$ cat config.mk
export PLATFORM = sky130hd
export DESIGN_NAME = flopd_rr_arbiter_flat
export DESIGN_NICKNAME = d
export VERILOG_FILES = /design/src/rtl/flopd_pkg.sv /design/src/rtl/flopd_rr_arbiter_if.sv /design/src/rtl/flopd_en.sv /design/src/rtl/flopd_rr_arbiter.sv /design/src/flat_wrapper.sv
export SDC_FILE = /design/constraint.sdc
export NUM_CORES = 1
export LEC_CHECK = 0
export CAP_MARGIN = 10
export CORE_MARGIN = 2
export CORE_UTILIZATION = 35
export DETAILED_ROUTE_END_ITERATION = 10
export PLACE_DENSITY = 0.68
export SLEW_MARGIN = 20
export SYNTH_ARGS = -nofsm -noshare
export SYNTH_HDL_FRONTEND = slang
export SYNTH_HIERARCHICAL = 1
export SYNTH_SLANG_ARGS = --single-unit
$ cat constraint.sdc
create_clock -name clock -period 4.6 [get_ports clock]
set_clock_uncertainty 0.2 [all_clocks]
set_input_delay 0.46 -clock clock [delete_from_list [all_inputs] [get_ports clock]]
set_output_delay 0.46 -clock clock [all_outputs]
set_load 0.02 [all_outputs]
$ cat src/rtl/flopd_pkg.sv
// flopd_pkg -- shared definitions for the flopd round-robin register arbiter.
//   state_t   : arbiter FSM state encoding (IDLE, GRANT, LOCKED)
//   DEF_*     : default parameter values used by the interface and modules
//   idx_w()   : width of a requester index (at least one bit)
package flopd_pkg;

   typedef enum logic [1:0] {
      IDLE   = 2'd0,
      GRANT  = 2'd1,
      LOCKED = 2'd2
   } state_t;

   localparam int DEF_N_REQ    = 4;
   localparam int DEF_WIDTH    = 4;
   localparam int DEF_MAX_HOLD = 4;

   function automatic int idx_w(input int n);
      return (n > 1) ? $clog2(n) : 1;
   endfunction

endpackage

$ cat src/rtl/flopd_rr_arbiter_if.sv
// flopd_rr_arbiter_if -- requester-side bundle of the shared-register arbiter.
//   req     : per-requester request, held until gnt is seen
//   lock    : per-requester hold request (only the owner's bit matters)
//   data    : requester i data at data[i*WIDTH +: WIDTH]
//   gnt     : one-hot registered grant
//   q       : shared register contents
//   q_owner : index of the requester that last loaded q
//   q_valid : q holds granted data since reset
// Modports: master = requesting logic, slave = arbiter.
interface flopd_rr_arbiter_if
   import flopd_pkg::*;
#(
   parameter int N_REQ = DEF_N_REQ,
   parameter int WIDTH = DEF_WIDTH
);
   localparam int OW = idx_w(N_REQ);

   logic [N_REQ-1:0]       req;
   logic [N_REQ-1:0]       lock;
   logic [N_REQ*WIDTH-1:0] data;
   logic [N_REQ-1:0]       gnt;
   logic [WIDTH-1:0]       q;
   logic [OW-1:0]          q_owner;
   logic                   q_valid;

   modport master (output req, lock, data, input gnt, q, q_owner, q_valid);
   modport slave  (input req, lock, data, output gnt, q, q_owner, q_valid);

endinterface

$ cat src/rtl/flopd_en.sv
// flopd_en -- WIDTH-bit D-register with load enable and asynchronous
// active-low clear.
//   clock : register clock
//   reset : asynchronous clear, active-low
//   en    : load enable
//   d     : data to load
//   q     : register contents
module flopd_en
   import flopd_pkg::*;
#(
   parameter int WIDTH = DEF_WIDTH
) (
   input  logic             clock,
   input  logic             reset,
   input  logic             en,
   input  logic [WIDTH-1:0] d,
   output logic [WIDTH-1:0] q
);

   always_ff @(posedge clock or negedge reset) begin
      if (!reset)  q <= '0;
      else if (en) q <= d;
   end

endmodule

$ cat src/rtl/flopd_rr_arbiter.sv
// flopd_rr_arbiter -- shares one WIDTH-bit register among N_REQ requesters.
// A round-robin FSM grants one requester at a time and loads its data into
// the shared flopd_en register; a locked owner may load up to MAX_HOLD
// consecutive times before the grant moves on.
//   clock : single clock, posedge
//   reset : asynchronous, active-low
//   bus   : requester bundle (slave side): req/lock/data in, gnt/q/q_owner/q_valid out
module flopd_rr_arbiter
   import flopd_pkg::*;
#(
   parameter int N_REQ    = DEF_N_REQ,
   parameter int WIDTH    = DEF_WIDTH,
   parameter int MAX_HOLD = DEF_MAX_HOLD
) (
   input  logic         clock,
   input  logic         reset,
   flopd_rr_arbiter_if.slave bus
);

   localparam int OW = idx_w(N_REQ);
   localparam int HW = $clog2(MAX_HOLD + 1);
   localparam logic [HW-1:0]    HOLD_LAST = HW'(MAX_HOLD);
   localparam logic [OW-1:0]    LAST_IDX  = OW'(N_REQ - 1);
   localparam logic [N_REQ-1:0] ONE_HOT0  = N_REQ'(1);
   localparam bit               CAN_LOCK  = (MAX_HOLD > 1);

   typedef logic [OW-1:0] idx_t;

   state_t           state;
   idx_t             ptr;
   idx_t             g;
   idx_t             g_next;
   idx_t             pick;
   logic             pick_ok;
   logic [HW-1:0]    hold_cnt;
   logic [HW-1:0]    hold_inc;
   logic [N_REQ-1:0] gnt_r;
   idx_t             owner_r;
   logic             valid_r;
   logic             own_req;
   logic             own_lock;
   logic             load;
   logic [WIDTH-1:0] d_sel;

   // First set request scanning upward from ptr with wrap. The loop runs from
   // the farthest offset down so the nearest one is the last to be written.
   always_comb begin
      pick    = '0;
      pick_ok = 1'b0;
      for (int i = N_REQ - 1; i >= 0; i--) begin
         if (bus.req[(int'(ptr) + i) % N_REQ]) begin
            pick    = idx_t'((int'(ptr) + i) % N_REQ);
            pick_ok = 1'b1;
         end
      end
   end

   assign own_req  = bus.req[g];
   assign own_lock = bus.lock[g];
   assign hold_inc = hold_cnt + HW'(1);
   assign g_next   = (g == LAST_IDX) ? '0 : g + idx_t'(1);
   assign d_sel    = bus.data[int'(g)*WIDTH +: WIDTH];
   // The register loads only while the owner still requests; a dropped
   // request in GRANT cancels without touching q.
   assign load     = ((state == GRANT) || (state == LOCKED)) && own_req;

   always_ff @(posedge clock or negedge reset) begin
      if (!reset) begin
         state    <= IDLE;
         gnt_r    <= '0;
         ptr      <= '0;
         g        <= '0;
         hold_cnt <= '0;
         owner_r  <= '0;
         valid_r  <= 1'b0;
      end else begin
         case (state)
            IDLE: begin
               if (pick_ok) begin
                  g        <= pick;
                  gnt_r    <= ONE_HOT0 << pick;
                  hold_cnt <= '0;
                  state    <= GRANT;
               end else begin
                  gnt_r <= '0;
               end
            end
            GRANT: begin
               if (!own_req) begin
                  gnt_r <= '0;
                  state <= IDLE;
               end else begin
                  hold_cnt <= HW'(1);
                  owner_r  <= g;
                  valid_r  <= 1'b1;
                  if (own_lock && CAN_LOCK) begin
                     state <= LOCKED;
                  end else begin
                     gnt_r <= '0;
                     ptr   <= g_next;
                     state <= IDLE;
                  end
               end
            end
            LOCKED: begin
               if (own_req) begin
                  hold_cnt <= hold_inc;
                  owner_r  <= g;
               end
               // The load that reaches MAX_HOLD is the last one of this grant.
               if (!own_req || !own_lock || (hold_inc == HOLD_LAST)) begin
                  gnt_r <= '0;
                  ptr   <= g_next;
                  state <= IDLE;
               end
            end
            default: begin
               gnt_r <= '0;
               state <= IDLE;
            end
         endcase
      end
   end

   flopd_en #(.WIDTH(WIDTH)) u_reg (
      .clock (clock),
      .reset (reset),
      .en    (load),
      .d     (d_sel),
      .q     (bus.q)
   );

   assign bus.gnt     = gnt_r;
   assign bus.q_owner = owner_r;
   assign bus.q_valid = valid_r;

endmodule
$ cat src/flat_wrapper.sv
// flat-port wrapper written by rule: the top's interface ports become plain ports
module flopd_rr_arbiter_flat import flopd_pkg::*;
#(
   parameter int N_REQ    = DEF_N_REQ,
   parameter int WIDTH    = DEF_WIDTH,
   parameter int MAX_HOLD = DEF_MAX_HOLD
)
  (clock, reset, bus_req, bus_lock, bus_data, bus_gnt, bus_q, bus_q_owner, bus_q_valid);
  flopd_rr_arbiter_if #(.N_REQ(N_REQ), .WIDTH(WIDTH)) bus_i ();
  input  logic clock;
  input  logic reset;
  input wire logic [$bits(bus_i.req)-1:0] bus_req;
  input wire logic [$bits(bus_i.lock)-1:0] bus_lock;
  input wire logic [$bits(bus_i.data)-1:0] bus_data;
  output wire logic [$bits(bus_i.gnt)-1:0] bus_gnt;
  output wire logic [$bits(bus_i.q)-1:0] bus_q;
  output wire logic [$bits(bus_i.q_owner)-1:0] bus_q_owner;
  output wire logic [$bits(bus_i.q_valid)-1:0] bus_q_valid;
  assign bus_i.req = bus_req;
  assign bus_i.lock = bus_lock;
  assign bus_i.data = bus_data;
  assign bus_gnt = bus_i.gnt;
  assign bus_q = bus_i.q;
  assign bus_q_owner = bus_i.q_owner;
  assign bus_q_valid = bus_i.q_valid;
  flopd_rr_arbiter #(.N_REQ(N_REQ), .WIDTH(WIDTH), .MAX_HOLD(MAX_HOLD)) u_core (.clock(clock), .reset(reset), .bus(bus_i));
endmodule
Yosys cells after proc, flatten, opt, wreduce, memory -nomap -nowiden
Cells that the tools add are included.

storage, ports and cells
  register bits = 20
  logic and storage cells = 95
  output and inout port bits = 11

operators by class
  shift operators = 2
  reductions and logical operators = 20
  multiplexer cells = 42
  $add $sub $neg = 5
  order comparisons = 5
  eq/ne operators = 10
  bitwise operators = 3

operators by type and width
  operator               count
  $mux W2                12
  $mux W4                4
  $shiftx A16 B5 Y4      1
  $mux W1                13
  $bmux W1 S2            6
  $lt A3 B4 Y1 const B   3
  $pmux W4 S3            1
  $reduce_and A2 Y1      5
  $mux W3                3
  $pmux W3 S3            1
  $reduce_and A4 Y1      2
  $reduce_or A2 Y1       4
  $lt A2 B3 Y1 const B   2
  $ne A2 B1 Y1 const B   3
  $pmux W2 S3            1
  $add A2 B1 Y2 const B  2
  $add A2 B2 Y2 const B  2
  $eq A2 B2 Y1 const B   2
  $ne A2 B2 Y1 const B   2
  $pmux W2 S2            1
  $shl A1 B2 Y4 const A  1
  $add A3 B1 Y3 const B  1
  $and A1 B1 Y1 const A  3
  $eq A3 B3 Y1 const B   1
  other kinds (8)        11

Logic depth before layout (Yosys ltp)
Gate-level depths: netlist (run 1).

  depth in word-level cells = 13
  mapped depth = 6
  depth with buffers taken out = 6

Hierarchy
Netlist (run 1), hierarchy kept.

modules (own cells, without submodules)
  module            area an instance (um^2)  sequential area each (um^2)  cells each  instances
  flopd_rr_arbiter  1,126.1                  400.4                        104         1
  flopd_en          145.1                    100.1                        8           1

Least setup slack after synthesis (run 1)
No wires, ideal clock.

  path kind = reg-to-reg
  from = reg u_core.g[0]
  to = reg u_core.ptr[1]
  buffers on the path = 1
  required time = 4.275 ns
  arrival time = 1.742 ns
  clock period less this slack = 2.067 ns
  stages on the path, launching flop included = 6
  slack = 2.533 ns
  library setup time = 0.125 ns
  cell sequence = dfrtp_1 buf_6 mux4_2 or2b_1 o22ai_1 mux2_2

on the way
  word-level cells in the longest chain between the ends = 7
  elaborated cells between the ends (all ways) = 19
  those cells by class = add/sub (1); eq/ne (4); mux (9); reduce/logical (5)

ends and longest elaborated chain
  item                                 RTL line                                        source
  start: declaration                   flopd_rr_arbiter.sv:31                          idx_t g;
  start signal: assignment             flopd_rr_arbiter.sv:80                          g <= pick;
  $bmux W1 S2 (on tied branches)       flopd_rr_arbiter.sv:58, flopd_rr_arbiter.sv:59
  $mux W1 (on tied branches)           flopd_rr_arbiter.sv:58, flopd_rr_arbiter.sv:59
  $logic_not A1 Y1 (on tied branches)  n/a
  $logic_or A1 B1 Y1 (2 in series)     flopd_rr_arbiter.sv:111                         if (!own_req || !own_lock || (hold_inc == HOLD_LAST)) begin
  $ne A2 B2 Y1 (no source line)        n/a
  $reduce_and A4 Y1 (no source line)   n/a
  end signal: assignment               flopd_rr_arbiter.sv:100                         ptr <= g_next;
  end signal: assignment               flopd_rr_arbiter.sv:113                         ptr <= g_next;
  end: declaration                     flopd_rr_arbiter.sv:30                          idx_t ptr;

Parallel ways exist; a longest one is shown, timed or not. The select of a mux whose other input is x is not followed.
A chain may end at the register's enable or synchronous reset.

Worst setup path after layout (run 1)
Same ends and word-level chain as after synthesis.

==> reports/results.txt, run 1 <==
Status: finished, final reports clean
CP max-delay cell: dfrtp_1
HPWL after DPL: 2180 um
Drt pass-1 iters: 4
Vias in the first global route: 1,106
Number of buffers and inverters on the critical path: 0
Post-synth cell types: 39
Hold Vio Cnt, Final: 0
Largest net degree at the start of global routing: 21
Synth top cells by count: dfrtp_1, inv_1, mux2_2, ha_1, nand2_1
ANT nets after route: 0
Post-CTS setup buffers: 0
Final setup fails: 0
PostCTS Resize Cnt: 0
Congestion Overflow GR: 0
Required time of the critical path: 4.60 ns
R2r setup slk: 2.23 ns
Number of port buffers: 36
Critical path arrival: 2.36 ns
Die ar.: 4130 um2
Clock Latency Late Sink: 0.30 ns
CP delay by family, top: multiplexers
FF+latch count, synth: 20
Post-cts hold buffer count: 0
Total number of vias: 1,016
Share of Yosys cell area claimed by the top area cell type: 0.394
Post-Syn Area: 1270 um2
Initial DRC Count: 63
Worst Setup End Kind: flop
Placed cell area: 1660 um2
CTS tree: yes
Routed WL: 2760 um
Global router's overall resource usage: 0.152
Worst-path clk slew: 0.11 ns
Worst R2R Start: u_core/g[0]
Via/cell ratio: 5.26
M1 WL: 1130 um
CP startpoint: u_core/g[0]
Synth Area per Inst: 11.4 um2
# nets final: 181
Total power: 945 uW
CTS root buffer: clkbuf_4
Worst vdd ir: 0.284 mV
Post-route cell area: 1680 um2
Wire per inst: 14.3 um
Minimum clock period: 2.37 ns
Core area: 3420 um2
Initial antenna violation count: 0
Max Freq: 0.422 GHz
Met3 routed WL: 133 um
Setup_tns: 0 ns
Max Used Layer: met4
Gp weighted congestion: 0.715
Remaining DRCs: 0
LEAKAGE: 0.000719 uW
Layout cell share with drive strength beyond 1: 0.116
Final core occ: 0.492
Register area share after synthesis: 0.394
CP Cell Sequence: mux4_2 > or2b_1 > o22ai_1 > mux2_2
CP startpoint kind: flop
CP max stage delay: 0.64 ns
Worst-path maximum fanout: 10
I/O pin total: 37
Crit path capture: u_core/ptr[1]
Slew Limit Fails: 0
Area Growth Syn to Fin: 32.2%
Post-synth EDFFs: 0
Reg-to-Reg End: u_core/ptr[1]
Max-cap viol count: 0
TritonCTS Buffers: 3
Most frequent cell after synthesis: dfrtp_1
Critical path depth: 4
Worst reg2reg path depth: 4
Ys async rst share: 1.00
Ys Warns: 6
Measured slew at the worst slew-check pin: 0.909 ns
Met2 WL: 1480 um
Die span in y: 64.3 um
DIE WIDTH: 64.3 um
Syn Nets: 144
Hold Crit Class: flop to flop
First-pass GRT wire length: 4950 um
# clock sinks: 20
Initial Utilization: 0.372
PD cells: 562 nW/um2
N_diodes: 0
Largest cells by area after synthesis: dfrtp_1, mux4_1, mux2_2
FP Rows: 21
Primary FF master, synth: dfrtp_1
Largest area contributor in the netlist: dfrtp_1
Fin crit share: 0.515
H-tree Lvls: 1
Critical path class: flop to flop
Clk buf depth: 2
Worst relative slew slack: 0.392
RSZ-0062 raised after global routing: no
Cells after synthesis: 112
## state kept, by name, indices dropped and copies added, names as in the netlist
signal,count
u_core/bus.q_owner,2
u_core/hold_cnt,3
u_core/ptr,2
u_core/bus.gnt,4
u_core/bus.q_valid,1
u_core/state,2
u_core/g,2
u_core/u_reg/q,4
## how the worst min path moves through the flow
stage                                    end  slack, ns          startpoint  cells after the start
after floorplan            u_core/bus.gnt[0]      -0.04               reset                      0
after global placement    u_core/bus.q_valid       0.26  u_core/bus.q_valid                      1
after detailed placement  u_core/bus.q_valid       0.26  u_core/bus.q_valid                      1
after CTS                 u_core/bus.q_valid       0.29  u_core/bus.q_valid                      1
after global routing      u_core/bus.q_valid       0.32  u_core/bus.q_valid                      1
final                     u_core/bus.q_valid       0.29  u_core/bus.q_valid                      1
## placed cells by master, fill, tap and decap left out, types with 3 or more instances in the layout
master / instances
clkdlybuf4s50_1: 36
dfrtp_1: 20
inv_1: 10
mux2_2: 8
nand2_1: 6
ha_1: 6
a21oi_1: 5
o21ai_0: 5
mux4_1: 4
o211ai_1: 4
clkbuf_4: 3
nor3_1: 3
nor2_1: 3
nand2b_1: 3
## cell families (layout without fill, tap and decap cells)
family          Yosys count  after routing  share of synthesized area
compound gates           33             33                      0.190
simple gates             23             23                     0.0994
xor+xnor                  1              1                    0.00689
flops                    20             20                      0.394
fa+ha+maj                 6              6                     0.0591
mux                      15             15                      0.197
buf+inv                  14             49                     0.0541
## stage by stage
stage | instances | worst slack, ns | hold WS [ns]
2_1_floorplan | 112 | 2.53 | -0.0356
3_3_place_gp | 190 | 2.09 | 0.261
3_5_place_dp | 190 | 2.02 | 0.260
4_1_cts | 193 | 2.21 | 0.286
5_1_grt | 193 | 2.13 | 0.322
6_report | 193 | 2.23 | 0.285
## power breakdown
part	leakage (uW)	internal (uW)	switching, uW
clock network	0.0000138	30.5	51.4
logic	0.000455	278	273
registers	0.000250	246	66.8
## cell type report
cell class | count | area [um2]
fill | 310 | 1740
clock buffer | 3 | 22.5
inverter | 10 | 37.5
multi-input combinational | 78 | 702
sequential | 20 | 500
tap | 46 | 57.6
timing repair buffer | 36 | 360
## per-layer routing
layer	vias up	GRT usage
met5	-	0
met4	0	0.0372
met3	2	0.0458
met2	24	0.280
met1	497	0.169
li1	493	-
Power figures use the tool's default switching activity.
==> run 2, diff against run 1 <==
PLACE_DENSITY = 0.7   (was 0.68)
clock period = 2.1 ns   (was 4.6 ns; I/O delays follow)
==> run 2 against run 1 <==
Effect of this change:
- setup slack lost 2.1 ns
- power grew 140%
- highest routed layer unchanged
- count of clock-buffer cells in the layout grew 1
- largest power group unchanged
- worst hold slack lost 0.25 ns
- sequential share of layout area shrank 2.5 points
==> reports/results.txt, run 2 (synthesized netlist as in run 1, its figures left out) <==
Clk buf depth: 2
Fillers: 317
Area of the multi-input gates: 724 um2
Worst relative slew slack: 0.659
Area taken by flip-flops and latches: 502 um2
Via/cell ratio: 5.00
DIE WIDTH: 64.3 um
Worst vdd ir: 0.640 mV
Drt pass-1 iters: 4
First-pass GRT wire length: 5120 um
Worst-path clk slew: 0.11 ns
Status: finished, final reports clean
Largest net degree at the start of global routing: 21
Max-cap viol count: 0
Vias in the first global route: 1,130
Congestion Overflow GR: 0
Total number of vias: 1,049
Wire per inst: 14.0 um
Number of port buffers: 36
Max Freq: 0.497 GHz
RSZ-0062 raised after global routing: no
Clock Latency Late Sink: 0.30 ns
TritonCTS Buffers: 3
Worst Setup End Kind: flop
Die span in y: 64.3 um
Measured slew at the worst slew-check pin: 0.507 ns
Final core occ: 0.538
Worst-path maximum fanout: 3
Hold Crit Class: input pin to async pin
Global router's overall resource usage: 0.158
Core area: 3420 um2
Final setup fails: 0
CTS tree: yes
Layout cell share with drive strength beyond 1: 0.238
Critical path class: flop to flop
Initial DRC Count: 65
FP Rows: 21
Hold Vio Cnt, Final: 0
Remaining DRCs: 0
Area Growth Syn to Fin: 44.6%
Critical path arrival: 2.01 ns
Fin crit share: 0.958
H-tree Lvls: 1
LEAKAGE: 0.000808 uW
Post-CTS setup buffers: 0
Routed WL: 2940 um
Placed cell area: 1780 um2
Slew Limit Fails: 0
N_diodes: 0
Post-route cell area: 1840 um2
# clock sinks: 20
CP startpoint kind: flop
Leading cell types in the layout, fill and taps excluded: clkdlybuf4s50_1, dfrtp_1, buf_4, inv_1, mux2_2
Initial Utilization: 0.372
Gp weighted congestion: 0.800
HPWL after DPL: 2490 um
PD cells: 1240 nW/um2
Commonest non-fill, non-tap cell in the layout: clkdlybuf4s50_1
Die ar.: 4130 um2
ANT nets after route: 0
I/O pin total: 37
Minimum clock period: 2.01 ns
# nets final: 197
CTS root buffer: clkbuf_4
Required time of the critical path: 2.09 ns
Initial antenna violation count: 0
-- run 2: cell count changes in the layout (fill, tap and decap cells not counted), sizes merged --
cell | before | now
clkbuf | 3 | 4
buf | 0 | 16
-- run 2: what timing repair did --
action	CTS	global route
endpoints found under the setup margin	0	8
hold buffers	0	0
resized for setup	0	5
-- run 2: final timing paths --
path	start	endpoint	slack, ns	depth (start not counted)
max reg2reg	u_core/g[0]	u_core/ptr[1]	0.09	4
min	reset	u_core/state[0]	0.04	2
min in group clock	u_core/bus.q_valid	u_core/bus.q_valid	0.28	1
max in group asynchronous	reset	u_core/g[0]	1.44	2
min reg2reg	u_core/bus.q_valid	u_core/bus.q_valid	0.28	1
max	u_core/g[0]	u_core/ptr[1]	0.09	4
-- run 2: critical path: stages, from the launching register on --
cell	delay [ns]
dfrtp_2	0.41
mux4_2	0.51
or2b_1	0.27
o22ai_2	0.17
mux2_2	0.35
-- run 2: power breakdown --
| part | total [uW] | leakage [uW] | internal (uW) | switching, uW |
|---|---|---|---|---|
| combinational | 1400 | 0.000538 | 729 | 668 |
| clock | 220 | 0.0000210 | 106 | 114 |
| sequential | 656 | 0.000249 | 542 | 114 |
| total | 2270 | 0.000808 | 1380 | 897 |
-- run 2: per-layer routing --
metal	vias to the layer above	wire, um	track usage
met2	29	1530	0.271
met1	496	1230	0.196
li1	522	-	-
met5	-	0	0
met4	0	25	0.0399
met3	2	148	0.0423
-- run 2: layout make-up --
| type | count | area share |
|---|---|---|
| well taps | 46 | 0.0313 |
| clock buffers | 4 | 0.0197 |
| flip-flops and latches | 20 | 0.273 |
| inverters | 10 | 0.0204 |
| multi-input cells | 78 | 0.394 |
| repair buffers | 52 | 0.261 |
-- run 2: through the flow --
stage | hold WS, ns | total power, uW | std cells | TNS [ns] | worst slack (ns)
3_5_place_dp | 0.270 | 2050 | 206 | -0.597 | -0.183
4_1_cts | 0.0421 | 2270 | 210 | 0 | 0.00320
2_1_floorplan | -0.286 | 1540 | 112 | 0 | 0.0335
6_report | 0.0377 | 2270 | 210 | 0 | 0.0879
5_1_grt | 0.0574 | 2450 | 210 | 0 | 0.00726
3_3_place_gp | 0.266 | 1990 | 206 | -0.329 | -0.120
==> RTL change, RTL diff (settings of run 2) <==
The package constant `DEF_MAX_HOLD` goes from 4 to 16.
--- a/src/rtl/flopd_pkg.sv
+++ b/src/rtl/flopd_pkg.sv
@@ -12,7 +12,7 @@
 
    localparam int DEF_N_REQ    = 4;
    localparam int DEF_WIDTH    = 4;
-   localparam int DEF_MAX_HOLD = 4;
+   localparam int DEF_MAX_HOLD = 16;
 
    function automatic int idx_w(input int n);
       return (n > 1) ? $clog2(n) : 1;
Behaviour: same outputs for any inputs over 4 cycles, from zero or initial values and one cycle with reset low; that may be too few to reach the edited logic, so the function may still have changed.
==> RTL change against run 2 <==
Sequential power up 6.9%; final area up 13%; sequential share of layout area down 0.62 points; critical path depth rose by 2; setup slack worse by 0.040 ns; synthesized area increased by 13%; wire length grew 17%; count of clock-buffer cells in the layout stayed put; power is 15% higher; combinational power rose by 15%; core utilization is 1.7 points lower; sequential cell count is 2 higher; largest power group unchanged; highest routed layer unchanged.
==> RTL change: results (changes against run 2) <==
status=complete, no violations (unchanged); FF-to-FF setup slack=0.05 ns (was 0.09 ns); fin cells=230 (was 210); Global Route met2 Usage=30.1% (was 27.1%); mux contribution to synthesized area=22.1% (was 19.7%); Vias=1,217 (was 1,049); Post-Route WL=3450 um (was 2940 um); Worst VDD drop=0.654 mV (was 0.640 mV); clock slew at reported path FFs=0.08 ns (was 0.11 ns); Crit-path slowest cell=dfrtp_1 (was mux4_2); Synth Area in XOR/XNOR=1.14% (was 0.689%); worst-skew pair later-pin latency=0.26 ns (was 0.30 ns); DP Worst Slack=-0.170 ns (was -0.183 ns); first-pass GRT wire length=5820 um (was 5120 um); R2R Path Start=u_core/hold_cnt[0] (was u_core/g[0]); Leakage=0.880 nW (was 0.808 nW); share of cells above drive strength 1=28.3% (was 23.8%); Crit Path Max Fanout=5 (was 3); detailed-placement wirelength estimate=2660 um (was 2490 um); Syn Nets=155 (was 144); RR Endpoint=u_core/bus.gnt[1] (was u_core/ptr[1]); vias in the first global route=1,304 (was 1,130); delay-heaviest family, CP=flip-flops (was multiplexers); most frequent cells after synthesis=dfrtp_1, nand2_1, mux2_2, nor2_1 (was dfrtp_1, inv_1, mux2_2); GR Util met3=3.29% (was 4.23%); M1 GR Usage=19.3% (was 19.6%); Synth cell types=45 (was 39); reg2reg path depth=6 (was 4); Fill cells=354 (was 317); Synth Area in Compound Gates=14.8% (was 19.0%); largest net degree at the start of global routing=23 (was 21); Synth area leaders=dfrtp_1, mux4_1, mux2_2, ha_1, mux2_4 (was dfrtp_1, mux4_1, mux2_2, ha_1, mux4_2); Seq/Total Area, Yosys=38.4% (was 39.4%)
==> RTL change: worst max path at each step <==
stage / start / slack (ns) / end / cells after the start
after floorplan: u_core/hold_cnt[0] / 0.003 / u_core/ptr[0] / 6
after global placement: bus_req[2] / -0.09 / u_core/ptr[1] / 6
after detailed placement: bus_req[3] / -0.17 / u_core/ptr[1] / 6
after CTS: u_core/hold_cnt[0] / 0.007 / u_core/bus.gnt[3] / 7
after global routing: u_core/hold_cnt[0] / -0.02 / u_core/bus.gnt[2] / 6
final: u_core/hold_cnt[0] / 0.05 / u_core/bus.gnt[1] / 6
==> RTL change: layer usage <==
metal	wire length, um	up-vias
met5	0	-
met4	40	0
met3	172	4
met2	1880	37
met1	1360	598
li1	-	578
==> RTL change: cells by family (layout without fill, tap and decap cells) <==
| family | after synthesis | count (layout) |
|---|---|---|
| adders and majority gates | 6 | 6 |
| buffers and inverters | 9 | 66 |
| DFF | 22 | 22 |
| AOI/OAI and AO/OA | 24 | 24 |
| xor gates and xnor gates | 1 | 1 |
| muxes | 20 | 20 |
| and+or+nand+nor | 41 | 41 |
==> RTL change: area by class of cell <==
cell class / instances / area share (%)
clock buffer: 4 / 2.66
inverter: 6 / 1.09
multi-input combinational: 92 / 41.5
sequential: 22 / 26.7
tap: 50 / 3.02
timing repair buffer: 56 / 25.0
==> RTL change: stage by stage <==
step	TNS [ns]	utilization [%]	hold slack, ns	total power [W]
finish	0	52.1	0.0975	0.00261
global route	-0.0667	52.1	0.119	0.00281
CTS	0	51.3	0.106	0.00261
detailed placement	-1.55	49.8	0.268	0.00228
global placement	-0.781	49.8	0.275	0.00221
floorplan	0	-	-0.286	0.00173
==> RTL change: repair_timing <==
action	in CTS	in global routing
endpoints found under the setup margin	6	7
gates resized for setup	1	7
pin swaps	3	3
buffers inserted	0	0
hold buffers	0	0
cloned	0	0
==> RTL change: report_power, final <==
group          leakage [nW]  internal [W]  total [W]  switching (W)
clock                0.0288      0.000167   0.000306       0.000139
combinational         0.577      0.000826    0.00161       0.000781
sequential            0.275      0.000583   0.000701       0.000117
total                 0.880       0.00158    0.00261        0.00104
